File: config.mk
export PLATFORM = sky130hd
export DESIGN_NAME = axi4_lite_master_flat
export DESIGN_NICKNAME = d
export VERILOG_FILES = /design/src/rtl/axi4_lite_pkg.sv /design/src/rtl/axi_bus.sv /design/src/rtl/axi4_lite_timeout.sv /design/src/rtl/axi4_lite_master.sv /design/src/flat_wrapper.sv
export SDC_FILE = /design/constraint.sdc
export NUM_CORES = 1
export LEC_CHECK = 0
export CAP_MARGIN = 15
export CORE_ASPECT_RATIO = 2
export CORE_MARGIN = 10
export CORE_UTILIZATION = 42
export DETAILED_ROUTE_END_ITERATION = 7
export PLACE_DENSITY = 0.88
export SYNTH_ARGS = -nofsm -noshare
export SYNTH_HDL_FRONTEND = slang
export SYNTH_SLANG_ARGS = --single-unit
File: constraint.sdc
create_clock -name clk -period 2.5 [get_ports clk]
set_input_delay 0.5 -clock clk [delete_from_list [all_inputs] [get_ports clk]]
set_output_delay 0.5 -clock clk [all_outputs]
set_load 0.05 [all_outputs]
File: src/rtl/axi4_lite_pkg.sv
// Shared AXI4-Lite response codes and the one-hot master state encoding.
package axi4_lite_pkg;

    typedef enum logic [1:0] {
        OKAY   = 2'b00,
        EXOKAY = 2'b01,
        SLVERR = 2'b10,
        DECERR = 2'b11
    } resp_t;

    localparam int S_IDLE    = 0;
    localparam int S_WR_ADDR = 1;
    localparam int S_WR_DATA = 2;
    localparam int S_WR_RESP = 3;
    localparam int S_RD_ADDR = 4;
    localparam int S_RD_DATA = 5;
    localparam int S_RSP     = 6;

    typedef enum logic [6:0] {
        ST_IDLE    = 7'b0000001,
        ST_WR_ADDR = 7'b0000010,
        ST_WR_DATA = 7'b0000100,
        ST_WR_RESP = 7'b0001000,
        ST_RD_ADDR = 7'b0010000,
        ST_RD_DATA = 7'b0100000,
        ST_RSP     = 7'b1000000
    } master_state_t;

endpackage

File: src/rtl/axi_bus.sv
// AXI4-Lite channel bundle between the master and axi4_lite_ram.
interface AXI_BUS #(
    parameter int ADDR_WIDTH = 10,
    parameter int DATA_WIDTH = 32
);
    logic [ADDR_WIDTH-1:0] aw_addr;
    logic                  aw_valid;
    logic                  aw_ready;
    logic [DATA_WIDTH-1:0] w_data;
    logic                  w_valid;
    logic                  w_ready;
    logic [1:0]            b_resp;
    logic                  b_valid;
    logic                  b_ready;
    logic [ADDR_WIDTH-1:0] ar_addr;
    logic                  ar_valid;
    logic                  ar_ready;
    logic [DATA_WIDTH-1:0] r_data;
    logic [1:0]            r_resp;
    logic                  r_valid;
    logic                  r_ready;

    modport Master (
        output aw_addr, aw_valid, input aw_ready,
        output w_data, w_valid, input w_ready,
        input b_resp, b_valid, output b_ready,
        output ar_addr, ar_valid, input ar_ready,
        input r_data, r_resp, r_valid, output r_ready
    );

    modport Slave (
        input aw_addr, aw_valid, output aw_ready,
        input w_data, w_valid, output w_ready,
        output b_resp, b_valid, input b_ready,
        input ar_addr, ar_valid, output ar_ready,
        output r_data, r_resp, r_valid, input r_ready
    );
endinterface

File: src/rtl/axi4_lite_timeout.sv
// Saturating watchdog: counts busy cycles since the last state change and
// raises a sticky flag once the count reaches TIMEOUT_CYCLES-1.
module axi4_lite_timeout #(
    parameter int TIMEOUT_CYCLES = 256
) (
    input  logic clk,
    input  logic rst_n,
    input  logic busy_i,
    input  logic restart_i,
    output logic timeout_o
);
    localparam int CW = (TIMEOUT_CYCLES > 2) ? $clog2(TIMEOUT_CYCLES) : 1;
    localparam logic [CW-1:0] LIMIT = CW'(TIMEOUT_CYCLES - 1);

    logic [CW-1:0] cnt_q, cnt_d;
    logic          flag_q, flag_d;

    always_comb begin
        cnt_d  = cnt_q;
        flag_d = flag_q;
        if (busy_i && (cnt_q == LIMIT)) begin
            flag_d = 1'b1;
        end
        if (restart_i) begin
            cnt_d = '0;
        end else if (busy_i && (cnt_q != LIMIT)) begin
            cnt_d = cnt_q + CW'(1);
        end
    end

    always_ff @(posedge clk) begin
        if (!rst_n) begin
            cnt_q  <= '0;
            flag_q <= 1'b0;
        end else begin
            cnt_q  <= cnt_d;
            flag_q <= flag_d;
        end
    end

    assign timeout_o = flag_q;
endmodule

File: src/rtl/axi4_lite_master.sv
// Single-outstanding AXI4-Lite master: one request becomes one AW/W/B or AR/R sequence.
// Valids and payloads are held until their ready; req_ready stays low until the response is taken.
// AXI_MASTER_TIMEOUT_EN adds a sticky watchdog flag on the timeout port.
module axi4_lite_master
    import axi4_lite_pkg::*;
#(
    parameter int DATA_WIDTH     = 32,
    parameter int ADDR_WIDTH     = 10,
    parameter int TIMEOUT_CYCLES = 256
) (
    input  logic                  clk,
    input  logic                  rst_n,
    input  logic                  req_valid,
    output logic                  req_ready,
    input  logic                  req_write,
    input  logic [ADDR_WIDTH-1:0] req_addr,
    input  logic [DATA_WIDTH-1:0] req_wdata,
    output logic                  rsp_valid,
    input  logic                  rsp_ready,
    output logic                  rsp_write,
    output logic [DATA_WIDTH-1:0] rsp_rdata,
    output logic [1:0]            rsp_resp,
    AXI_BUS.Master                amba_master
`ifdef AXI_MASTER_TIMEOUT_EN
    ,
    output logic                  timeout
`endif
);
    master_state_t         state_q, state_d;
    logic [ADDR_WIDTH-1:0] addr_q, addr_d;
    logic [DATA_WIDTH-1:0] wdata_q, wdata_d;
    logic [DATA_WIDTH-1:0] rdata_q, rdata_d;
    logic                  write_q, write_d;
    resp_t                 resp_q, resp_d;

    always_comb begin
        state_d = state_q;
        addr_d  = addr_q;
        wdata_d = wdata_q;
        rdata_d = rdata_q;
        write_d = write_q;
        resp_d  = resp_q;
        case (state_q)
            ST_IDLE: begin
                if (req_valid) begin
                    addr_d  = req_addr;
                    wdata_d = req_wdata;
                    write_d = req_write;
                    state_d = req_write ? ST_WR_ADDR : ST_RD_ADDR;
                end
            end
            ST_WR_ADDR: if (amba_master.aw_ready) state_d = ST_WR_DATA;
            ST_WR_DATA: if (amba_master.w_ready)  state_d = ST_WR_RESP;
            ST_WR_RESP: begin
                if (amba_master.b_valid) begin
                    resp_d  = resp_t'(amba_master.b_resp);
                    rdata_d = '0;
                    state_d = ST_RSP;
                end
            end
            ST_RD_ADDR: if (amba_master.ar_ready) state_d = ST_RD_DATA;
            ST_RD_DATA: begin
                if (amba_master.r_valid) begin
                    resp_d  = resp_t'(amba_master.r_resp);
                    rdata_d = amba_master.r_data;
                    state_d = ST_RSP;
                end
            end
            ST_RSP:  if (rsp_ready) state_d = ST_IDLE;
            default: state_d = ST_IDLE;
        endcase
    end

    always_ff @(posedge clk) begin
        if (!rst_n) begin
            state_q <= ST_IDLE;
            addr_q  <= '0;
            wdata_q <= '0;
            rdata_q <= '0;
            write_q <= 1'b0;
            resp_q  <= OKAY;
        end else begin
            state_q <= state_d;
            addr_q  <= addr_d;
            wdata_q <= wdata_d;
            rdata_q <= rdata_d;
            write_q <= write_d;
            resp_q  <= resp_d;
        end
    end

    // One-hot state bits drive the handshake outputs directly, so every output is a flop.
    assign req_ready            = state_q[S_IDLE];
    assign rsp_valid            = state_q[S_RSP];
    assign rsp_write            = write_q;
    assign rsp_rdata            = rdata_q;
    assign rsp_resp             = resp_q;
    assign amba_master.aw_addr  = addr_q;
    assign amba_master.aw_valid = state_q[S_WR_ADDR];
    assign amba_master.w_data   = wdata_q;
    assign amba_master.w_valid  = state_q[S_WR_DATA];
    assign amba_master.b_ready  = state_q[S_WR_RESP];
    assign amba_master.ar_addr  = addr_q;
    assign amba_master.ar_valid = state_q[S_RD_ADDR];
    assign amba_master.r_ready  = state_q[S_RD_DATA];

`ifdef AXI_MASTER_TIMEOUT_EN
    logic busy;
    assign busy = !(state_q[S_IDLE] || state_q[S_RSP]);

    axi4_lite_timeout #(
        .TIMEOUT_CYCLES(TIMEOUT_CYCLES)
    ) u_timeout (
        .clk      (clk),
        .rst_n    (rst_n),
        .busy_i   (busy),
        .restart_i(state_d != state_q),
        .timeout_o(timeout)
    );
`endif
endmodule

File: src/flat_wrapper.sv
// flat-port wrapper written by rule: the top's interface ports become plain ports
module axi4_lite_master_flat import axi4_lite_pkg::*;
#(
    parameter int DATA_WIDTH     = 32,
    parameter int ADDR_WIDTH     = 10,
    parameter int TIMEOUT_CYCLES = 256
)
  (clk, rst_n, req_valid, req_ready, req_write, req_addr, req_wdata, rsp_valid, rsp_ready, rsp_write, rsp_rdata, rsp_resp, amba_master_aw_addr, amba_master_aw_valid, amba_master_aw_ready, amba_master_w_data, amba_master_w_valid, amba_master_w_ready, amba_master_b_resp, amba_master_b_valid, amba_master_b_ready, amba_master_ar_addr, amba_master_ar_valid, amba_master_ar_ready, amba_master_r_data, amba_master_r_resp, amba_master_r_valid, amba_master_r_ready);
  AXI_BUS #(.ADDR_WIDTH(ADDR_WIDTH), .DATA_WIDTH(DATA_WIDTH)) amba_master_i ();
  input  logic clk;
  input  logic rst_n;
  input  logic req_valid;
  output logic req_ready;
  input  logic req_write;
  input  logic [ADDR_WIDTH-1:0] req_addr;
  input  logic [DATA_WIDTH-1:0] req_wdata;
  output logic rsp_valid;
  input  logic rsp_ready;
  output logic rsp_write;
  output logic [DATA_WIDTH-1:0] rsp_rdata;
  output logic [1:0] rsp_resp;
  output wire logic [$bits(amba_master_i.aw_addr)-1:0] amba_master_aw_addr;
  output wire logic [$bits(amba_master_i.aw_valid)-1:0] amba_master_aw_valid;
  input wire logic [$bits(amba_master_i.aw_ready)-1:0] amba_master_aw_ready;
  output wire logic [$bits(amba_master_i.w_data)-1:0] amba_master_w_data;
  output wire logic [$bits(amba_master_i.w_valid)-1:0] amba_master_w_valid;
  input wire logic [$bits(amba_master_i.w_ready)-1:0] amba_master_w_ready;
  input wire logic [$bits(amba_master_i.b_resp)-1:0] amba_master_b_resp;
  input wire logic [$bits(amba_master_i.b_valid)-1:0] amba_master_b_valid;
  output wire logic [$bits(amba_master_i.b_ready)-1:0] amba_master_b_ready;
  output wire logic [$bits(amba_master_i.ar_addr)-1:0] amba_master_ar_addr;
  output wire logic [$bits(amba_master_i.ar_valid)-1:0] amba_master_ar_valid;
  input wire logic [$bits(amba_master_i.ar_ready)-1:0] amba_master_ar_ready;
  input wire logic [$bits(amba_master_i.r_data)-1:0] amba_master_r_data;
  input wire logic [$bits(amba_master_i.r_resp)-1:0] amba_master_r_resp;
  input wire logic [$bits(amba_master_i.r_valid)-1:0] amba_master_r_valid;
  output wire logic [$bits(amba_master_i.r_ready)-1:0] amba_master_r_ready;
  assign amba_master_aw_addr = amba_master_i.aw_addr;
  assign amba_master_aw_valid = amba_master_i.aw_valid;
  assign amba_master_i.aw_ready = amba_master_aw_ready;
  assign amba_master_w_data = amba_master_i.w_data;
  assign amba_master_w_valid = amba_master_i.w_valid;
  assign amba_master_i.w_ready = amba_master_w_ready;
  assign amba_master_i.b_resp = amba_master_b_resp;
  assign amba_master_i.b_valid = amba_master_b_valid;
  assign amba_master_b_ready = amba_master_i.b_ready;
  assign amba_master_ar_addr = amba_master_i.ar_addr;
  assign amba_master_ar_valid = amba_master_i.ar_valid;
  assign amba_master_i.ar_ready = amba_master_ar_ready;
  assign amba_master_i.r_data = amba_master_r_data;
  assign amba_master_i.r_resp = amba_master_r_resp;
  assign amba_master_i.r_valid = amba_master_r_valid;
  assign amba_master_r_ready = amba_master_i.r_ready;
  axi4_lite_master #(.DATA_WIDTH(DATA_WIDTH), .ADDR_WIDTH(ADDR_WIDTH), .TIMEOUT_CYCLES(TIMEOUT_CYCLES)) u_core (.clk(clk), .rst_n(rst_n), .req_valid(req_valid), .req_ready(req_ready), .req_write(req_write), .req_addr(req_addr), .req_wdata(req_wdata), .rsp_valid(rsp_valid), .rsp_ready(rsp_ready), .rsp_write(rsp_write), .rsp_rdata(rsp_rdata), .rsp_resp(rsp_resp), .amba_master(amba_master_i));
endmodule
# Word level (Yosys, flattened, before mapping)
# Cells that the tools add are included.
# op_classes
addsub	0
multipliers	0
div_mod_pow	0
magnitude_cmp	0
eq_ne	14
shifts	0
mux	15
bitwise	0
n_reduce_logical	4
# op_table
op	n
$mux W32	2
$pmux W32 S2	1
$mux W7	7
$pmux W7 S7	1
$ne A2 B2 Y1 const B	7
$eq A7 B1 Y1 const B	1
$eq A7 B2 Y1 const B	1
$eq A7 B3 Y1 const B	1
$eq A7 B4 Y1 const B	1
$eq A7 B5 Y1 const B	1
$eq A7 B6 Y1 const B	1
$eq A7 B7 Y1 const B	1
$reduce_and A7 Y1	1
$mux W5	1
$mux W2	2
$pmux W2 S2	1
$reduce_and A3 Y1	1
$reduce_and A2 Y1	1
$reduce_bool A2 Y1	1
# totals
reg_bits	84
latchBits	0
mem_bits_rw	0
rom_bits	0
inputBits	88
wordCells	39
n_memories	0

# Longest topological paths before layout
# Gate-level depths: netlist of run 1.
# depth
depth_word	3
ltp_mapped	7
ltp_nobuf	5

# Worst setup path after synthesis of run 1
# OpenSTA, ideal clock, no wires.
# synth_path
path_type	reg2reg
start	register u_core.state_q[3]
end	register u_core.addr_q[0], in the netlist u_core.amba_master.ar_addr[0]
arrival_ns	1.801
t_required_ns	2.368
setup_slack_ns	0.566
path_stages_with_launch	8
path_buffers	2
period_less_slack_ns	1.934
cell_sequence	dfxtp_1 -> buf_6 -> or2_2 -> nor3_4 -> nand2_4 -> buf_6 -> nand2_1 -> a21oi_1
# synth_between
elab_chain_len	2
# synth_rtl
element	line	source
start: declaration	axi4_lite_master.sv:29	master_state_t state_q, state_d;
start signal: assignment	axi4_lite_master.sv:83	state_q <= state_d;
$eq A7 B1 Y1	axi4_lite_master.sv:43	case (state_q)
$reduce_and A2 Y1 (no line)	-	
end signal: assignment	axi4_lite_master.sv:84	addr_q <= addr_d;
end: declaration	axi4_lite_master.sv:30	logic [ADDR_WIDTH-1:0] addr_q, addr_d;
# No other way between the ends.
# A chain may end at the register's enable or synchronous reset.

# Worst setup path in the final report of run 1
# layout_path
start	register u_core.state_q[3]
end	output amba_master_b_ready
# layout_rtl
element	line	source
end: declaration	flat_wrapper.sv:30	output wire logic [$bits(amba_master_i.b_ready)-1:0] amba_master_b_ready;
# No word-level cell between the ends.

==> results of run 1 <==
-- flip-flops by register name, indices dropped and copies added (netlist names) --
name                        cells
u_core.rsp_write                1
u_core.amba_master.ar_addr     10
u_core.amba_master.w_data      32
u_core.rsp_resp                 2
u_core.rsp_rdata               32
u_core.state_q                  7
-- cell usage in the layout, fill, tap and decap left out, types with 4 or more instances in the layout --
cell             instances
clkdlybuf4s50_1        180
dfxtp_1                 84
a21oi_1                 48
nand2_1                 47
nand3_1                 46
nor2_1                  37
a22oi_1                 32
clkbuf_16                9
buf_4                    7
nor3b_1                  6
inv_1                    4
-- path summary, 6_finish.rpt --
| kind | from | to | slack (ns) | depth (start not counted) |
|---|---|---|---|---|
| setup reg to reg | u_core.state_q[6]$_SDFFE_PN0P_ | u_core.amba_master.w_data[29]$_SDFFE_PN0P_ | 0.44 | 5 |
| hold reg to reg | u_core.amba_master.w_data[15]$_SDFFE_PN0P_ | u_core.amba_master.w_data[15]$_SDFFE_PN0P_ | 0.45 | 2 |
| hold / removal | u_core.amba_master.w_data[15]$_SDFFE_PN0P_ | u_core.amba_master.w_data[15]$_SDFFE_PN0P_ | 0.45 | 2 |
| setup / recovery | u_core.state_q[3]$_SDFFE_PN0P_ | amba_master_b_ready | 0.21 | 1 |
-- Yosys cell counts --
cell type | count | share of area
nand4_1 | 2 | 0.0038
dfxtp_1 | 84 | 0.51
o31ai_1 | 3 | 0.0068
mux2i_1 | 2 | 0.0060
nand4b_1 | 1 | 0.0026
o211ai_1 | 3 | 0.0068
or3_1 | 1 | 0.0019
nand2_1 | 47 | 0.053
a221oi_2 | 1 | 0.0045
nor2_1 | 37 | 0.042
or3_4 | 1 | 0.0034
inv_2 | 1 | 0.0011
nand3b_1 | 2 | 0.0045
nor4b_1 | 1 | 0.0026
nor2_2 | 1 | 0.0019
inv_1 | 4 | 0.0045
nand3_1 | 46 | 0.069
nand3_2 | 1 | 0.0030
buf_4 | 10 | 0.023
clkbuf_1 | 15 | 0.017
nor3b_1 | 6 | 0.014
nor3_1 | 3 | 0.0045
nor4_1 | 1 | 0.0019
buf_6 | 9 | 0.030
o22ai_1 | 1 | 0.0019
a21oi_1 | 48 | 0.072
and2_1 | 1 | 0.0019
and4_1 | 1 | 0.0026
nor3_4 | 1 | 0.0049
nand2b_1 | 1 | 0.0019
a41o_1 | 1 | 0.0030
nand2_4 | 1 | 0.0034
or2_2 | 3 | 0.0056
xnor2_1 | 1 | 0.0026
a22oi_1 | 32 | 0.072
o21ai_0 | 1 | 0.0015
nor4_4 | 1 | 0.0064
buf_2 | 5 | 0.0075
-- layout make-up --
type | instances | share of cell area
Sequential cell | 84 | 0.314
Timing Repair Buffer | 189 | 0.351
Clock buffer | 10 | 0.0446
Multi-Input combinational cell | 252 | 0.256
Clock inverter | 5 | 0.00981
Inverter | 5 | 0.00350
Tap cell | 94 | 0.0219
-- cell families after synthesis --
family | share of synthesized area
compound gates | 0.169
mux | 0.00602
flops | 0.505
simple gates | 0.234
buf+inv | 0.0831
xor+xnor | 0.00263
-- metrics by stage --
step	total power (W)	worst slack (ns)	cells	cell area, um^2
global placement	0.00355	0.467	624	5070
finish	0.00484	0.205	639	5360
CTS	0.00489	0.177	639	5360
global route	0.00507	0.145	639	5360
floorplan	0.00308	0.566	380	3330
detailed placement	0.00359	0.413	624	5070
-- power breakdown --
part | internal (W) | switching (W) | total (W)
Combinational | 0.000658 | 0.00128 | 0.00194
Sequential | 0.00150 | 0.000126 | 0.00162
Clock | 0.000789 | 0.000492 | 0.00128
Total | 0.00295 | 0.00190 | 0.00484
-- layer usage --
metal	wire length (um)	GRT usage	share of wire	vias to the layer above
li1	-	-	-	1638
met3	1180	0.0890	0.10	19
met5	0	0	0	-
met1	4110	0.175	0.35	1594
met4	266	0.0796	0.023	0
met2	6050	0.322	0.52	153
==> run metrics, run 1 <==
maximum clock path buffer count 2; Initial Util 0.435; Leak 1.90 nW; layout cell share with drive strength beyond 1 0.0642; min cycle time layout 2.29 ns; Max stage delay on crit path 0.89 ns; Setup Fix Bufs, Post-CTS 0; Hold Slack 0.452 ns; Final Cycle Share 0.918; Synth cell types 38; Buf/Inv on CP 1; die width 82.9 um; CTS tree yes; crit path DAT 1.79 ns; CTS clk-pin slew, worst paths 0.06 ns; Remaining Overflow, GRT 0; GPL Wtd Cong 0.915; via count 3,404; Total Neg Setup Slack 0 ns; number of global-route vias before repair 3,463; Layout area overhead 61.0%; cell family with most CP delay buffers and inverters; htree depth 3; Ys Warns 0; Final nets 629; antenna cells 0; status finished clean; Port Buf Inserts 181; fmax 436 MHz; clock latency on the worst-skew pair 0.33 ns; startpoint types register; clock tree root buffer cell clkbuf_16; pwr dens 903 nW/um^2; largest net degree at the start of global routing 44; Req. time, crit path 2.00 ns; Max-Cap Viols 0; Final Setup Violations 0; global-route wire length before repair 18.5 mm; Critical Path Sink Type output port; RSZ-0062 raised after global routing false; CTS Sinks 84; Register Area 1680 um^2; Fin. Hold Viols 0; register bit count reported by yosys 84; Gate Count Post-Synth 380; routed length per placed instance 18.1 um; DRC viols 0; Crit-path slowest cell clkdlybuf4s50_1; critical path class reg -> out; footprint of the multi-input gates 1370 um^2; DRT antenna net count 0; die area 12,100 um^2; DIE HEIGHT 146 um; vias per inst 5.33; worst slew pin tran 0.580 ns; Slew Viols, Final 0; Final Util 0.700; fillers 629; num rows 45; post-detail-place hpwl 8.72 mm; hold buffer count at CTS 0; Tot GR Track Use 0.184; Max transition margin 0.608; worst-path maximum fanout 10; syn nets 468; Setup Skew 0.00446 ns; drt total wl 11.6 mm; peak supply drop 545 uV; TritonRoute pass-1 iters 4; Cell Area, Synth 3330 um^2; CP cell instances clkdlybuf4s50_1; Seq/Total Area, Yosys 0.505; Mean Syn Cell Area 8.76 um^2; area of the core 7660 um^2; CTS buffer count 9; Hold Path Class reg -> reg; CTS resizes 0; io pins 182; initial DRC count 144; initial antenna violation count 0
Power figures use the tool's default switching activity.
==> inputs of run 2 (changes only) <==
CORE_MARGIN = 3   (was 10)
==> run metrics, run 2 (synthesis gave the netlist of run 1 again) <==
crit path DAT 1.77 ns (-0.02 ns); DIE HEIGHT 132 um (-9.6%); Pwr Total 0.00500 W (+3.3%); post-detail-place hpwl 7.39 mm (-15%); Leak 1.91 nW (+0.46%); cell family with most CP delay buffers and inverters; pwr dens 928 nW/um^2 (+2.7%); Final Setup Violations 0 (unchanged); hold buffer count at CTS 0 (unchanged); worst-path maximum fanout 9 (-1); status finished clean; commonest non-fill, non-tap cells in the layout 180 x clkdlybuf4s50_1, 84 x dfxtp_1, 48 x a21oi_1, 47 x nand2_1, 46 x nand3_1; fmax 441 MHz (+1.3%); DRC viols 0 (unchanged); die area 9090 um^2 (-25%); post-route cell area 5390 um^2 (+0.58%); die width 68.9 um (-17%); peak supply drop 592 uV (+8.5%); Final nets 627 (-0.32%); Final Cycle Share 0.906 (-0.0119); startpoint types register; Remaining Overflow, GRT 0 (unchanged); clock latency on the worst-skew pair 0.33 ns (about the same); met2 usage 0.406 (+0.0835); CTS Sinks 84 (unchanged); number of global-route vias before repair 3,480 (+0.49%); Buf/Inv on CP 1 (unchanged); Max-Cap Viols 0 (unchanged); Global Route met1 Usage 0.236 (+0.0609); drt total wl 10.3 mm (-11%); Max transition margin 0.630 (+0.0223); RSZ-0062 raised after global routing false; clock tree root buffer cell clkbuf_16; Layout area overhead 62.0%; Req. time, crit path 2.00 ns (about the same); GPL Wtd Cong 0.843 (-7.9%); CTS resizes 0 (unchanged); via count 3,431 (+0.79%); Setup Fix Bufs, Post-CTS 0 (unchanged); critical path class reg -> out; layout cell share with drive strength beyond 1 0.0608 (-0.00345); global-route wire length before repair 16.3 mm (-12%); fillers 595 (-5.4%); Max stage delay on crit path 0.89 ns (about the same); Fin. Hold Viols 0 (unchanged); worst slack at placement 0.347 ns (-0.0661 ns); vias per inst 5.39 (+1.1%); Total Neg Setup Slack 0 ns (unchanged); largest net degree at the start of global routing 61 (+39%); Tot GR Track Use 0.232 (+0.0482); Initial Util 0.435 (unchanged); Placed Area 5060 um^2 (about the same); DRT antenna net count 0 (unchanged); grt met3 use 0.0700 (-0.0191); min cycle time layout 2.27 ns (-0.0298 ns); htree depth 3 (unchanged); Crit-path slowest cell clkdlybuf4s50_1; initial DRC count 122 (-15%); CTS buffer count 9 (unchanged); io pins 182 (unchanged); initial antenna violation count 0 (unchanged); num rows 45 (unchanged); TritonRoute pass-1 iters 5 (+1); Setup Skew 0.00523 ns (+0.000772 ns); CP cell instances clkdlybuf4s50_1; CTS tree yes; Port Buf Inserts 181 (unchanged); GRT busiest layer met2; commonest non-fill, non-tap cell in the layout clkdlybuf4s50_1; Critical Path Sink Type output port; worst slew pin tran 0.553 ns (-0.0270 ns); Hold Path Class reg -> reg; maximum clock path buffer count 2 (unchanged); area of the core 7660 um^2 (unchanged); routed length per placed instance 16.1 um (-11%); CTS clk-pin slew, worst paths 0.05 ns (about the same); antenna cells 0 (unchanged); final setup margin 0.235 ns (+0.0298 ns); Slew Viols, Final 0 (unchanged)
==> run 2: cell types whose count changed in the layout (fill, tap and decap cells not counted) <==
cell | previous run | this run
buf_12 | 1 | 2
buf_4 | 7 | 4
bufinv_16 | 1 | 2
clkbuf_8 | 1 | 2
clkinv_2 | 3 | 1
==> run 2: metal layers <==
layer | vias up | share of wire | wire length [um]
li1 | 1635 | - | -
met1 | 1602 | 0.35 | 3570
met2 | 170 | 0.54 | 5580
met3 | 24 | 0.080 | 827
met4 | 0 | 0.029 | 299
met5 | - | 0 | 0
==> run 2: through the flow <==
step / cells / utilization / hold WS (ns)
after floorplan: 380 / - / 0.622
after CTS: 637 / 0.704 / 0.455
after detailed placement: 622 / 0.661 / 0.447
final: 637 / 0.704 / 0.453
after global placement: 622 / 0.661 / 0.441
after global routing: 637 / 0.704 / 0.467
==> run 2: power breakdown <==
group          internal (W)  switching (W)
Sequential          0.00150       0.000126
Combinational      0.000688        0.00127
Clock              0.000921       0.000496
Total               0.00311        0.00189
==> run 2: layout make-up <==
cell class                      count  area, um^2  share of cell area
Clock buffer                       11         253              0.0469
Clock inverter                      4        72.6              0.0135
Sequential cell                    84        1680               0.312
Timing Repair Buffer              187        1880               0.348
Tap cell                           94         118              0.0218
Inverter                            5        18.8             0.00348
Multi-Input combinational cell    252        1370               0.254
==> run 2: path summary, 6_finish.rpt <==
check	from	end	slack, ns	cells after the start
max	u_core.state_q[1]$_SDFFE_PN0P_	amba_master_aw_valid	0.23	1
min	u_core.amba_master.w_data[13]$_SDFFE_PN0P_	u_core.amba_master.w_data[13]$_SDFFE_PN0P_	0.45	2
max reg2reg	u_core.state_q[6]$_SDFFE_PN0P_	u_core.rsp_write$_SDFFE_PN0P_	0.45	4
min reg2reg	u_core.amba_master.w_data[13]$_SDFFE_PN0P_	u_core.amba_master.w_data[13]$_SDFFE_PN0P_	0.45	2
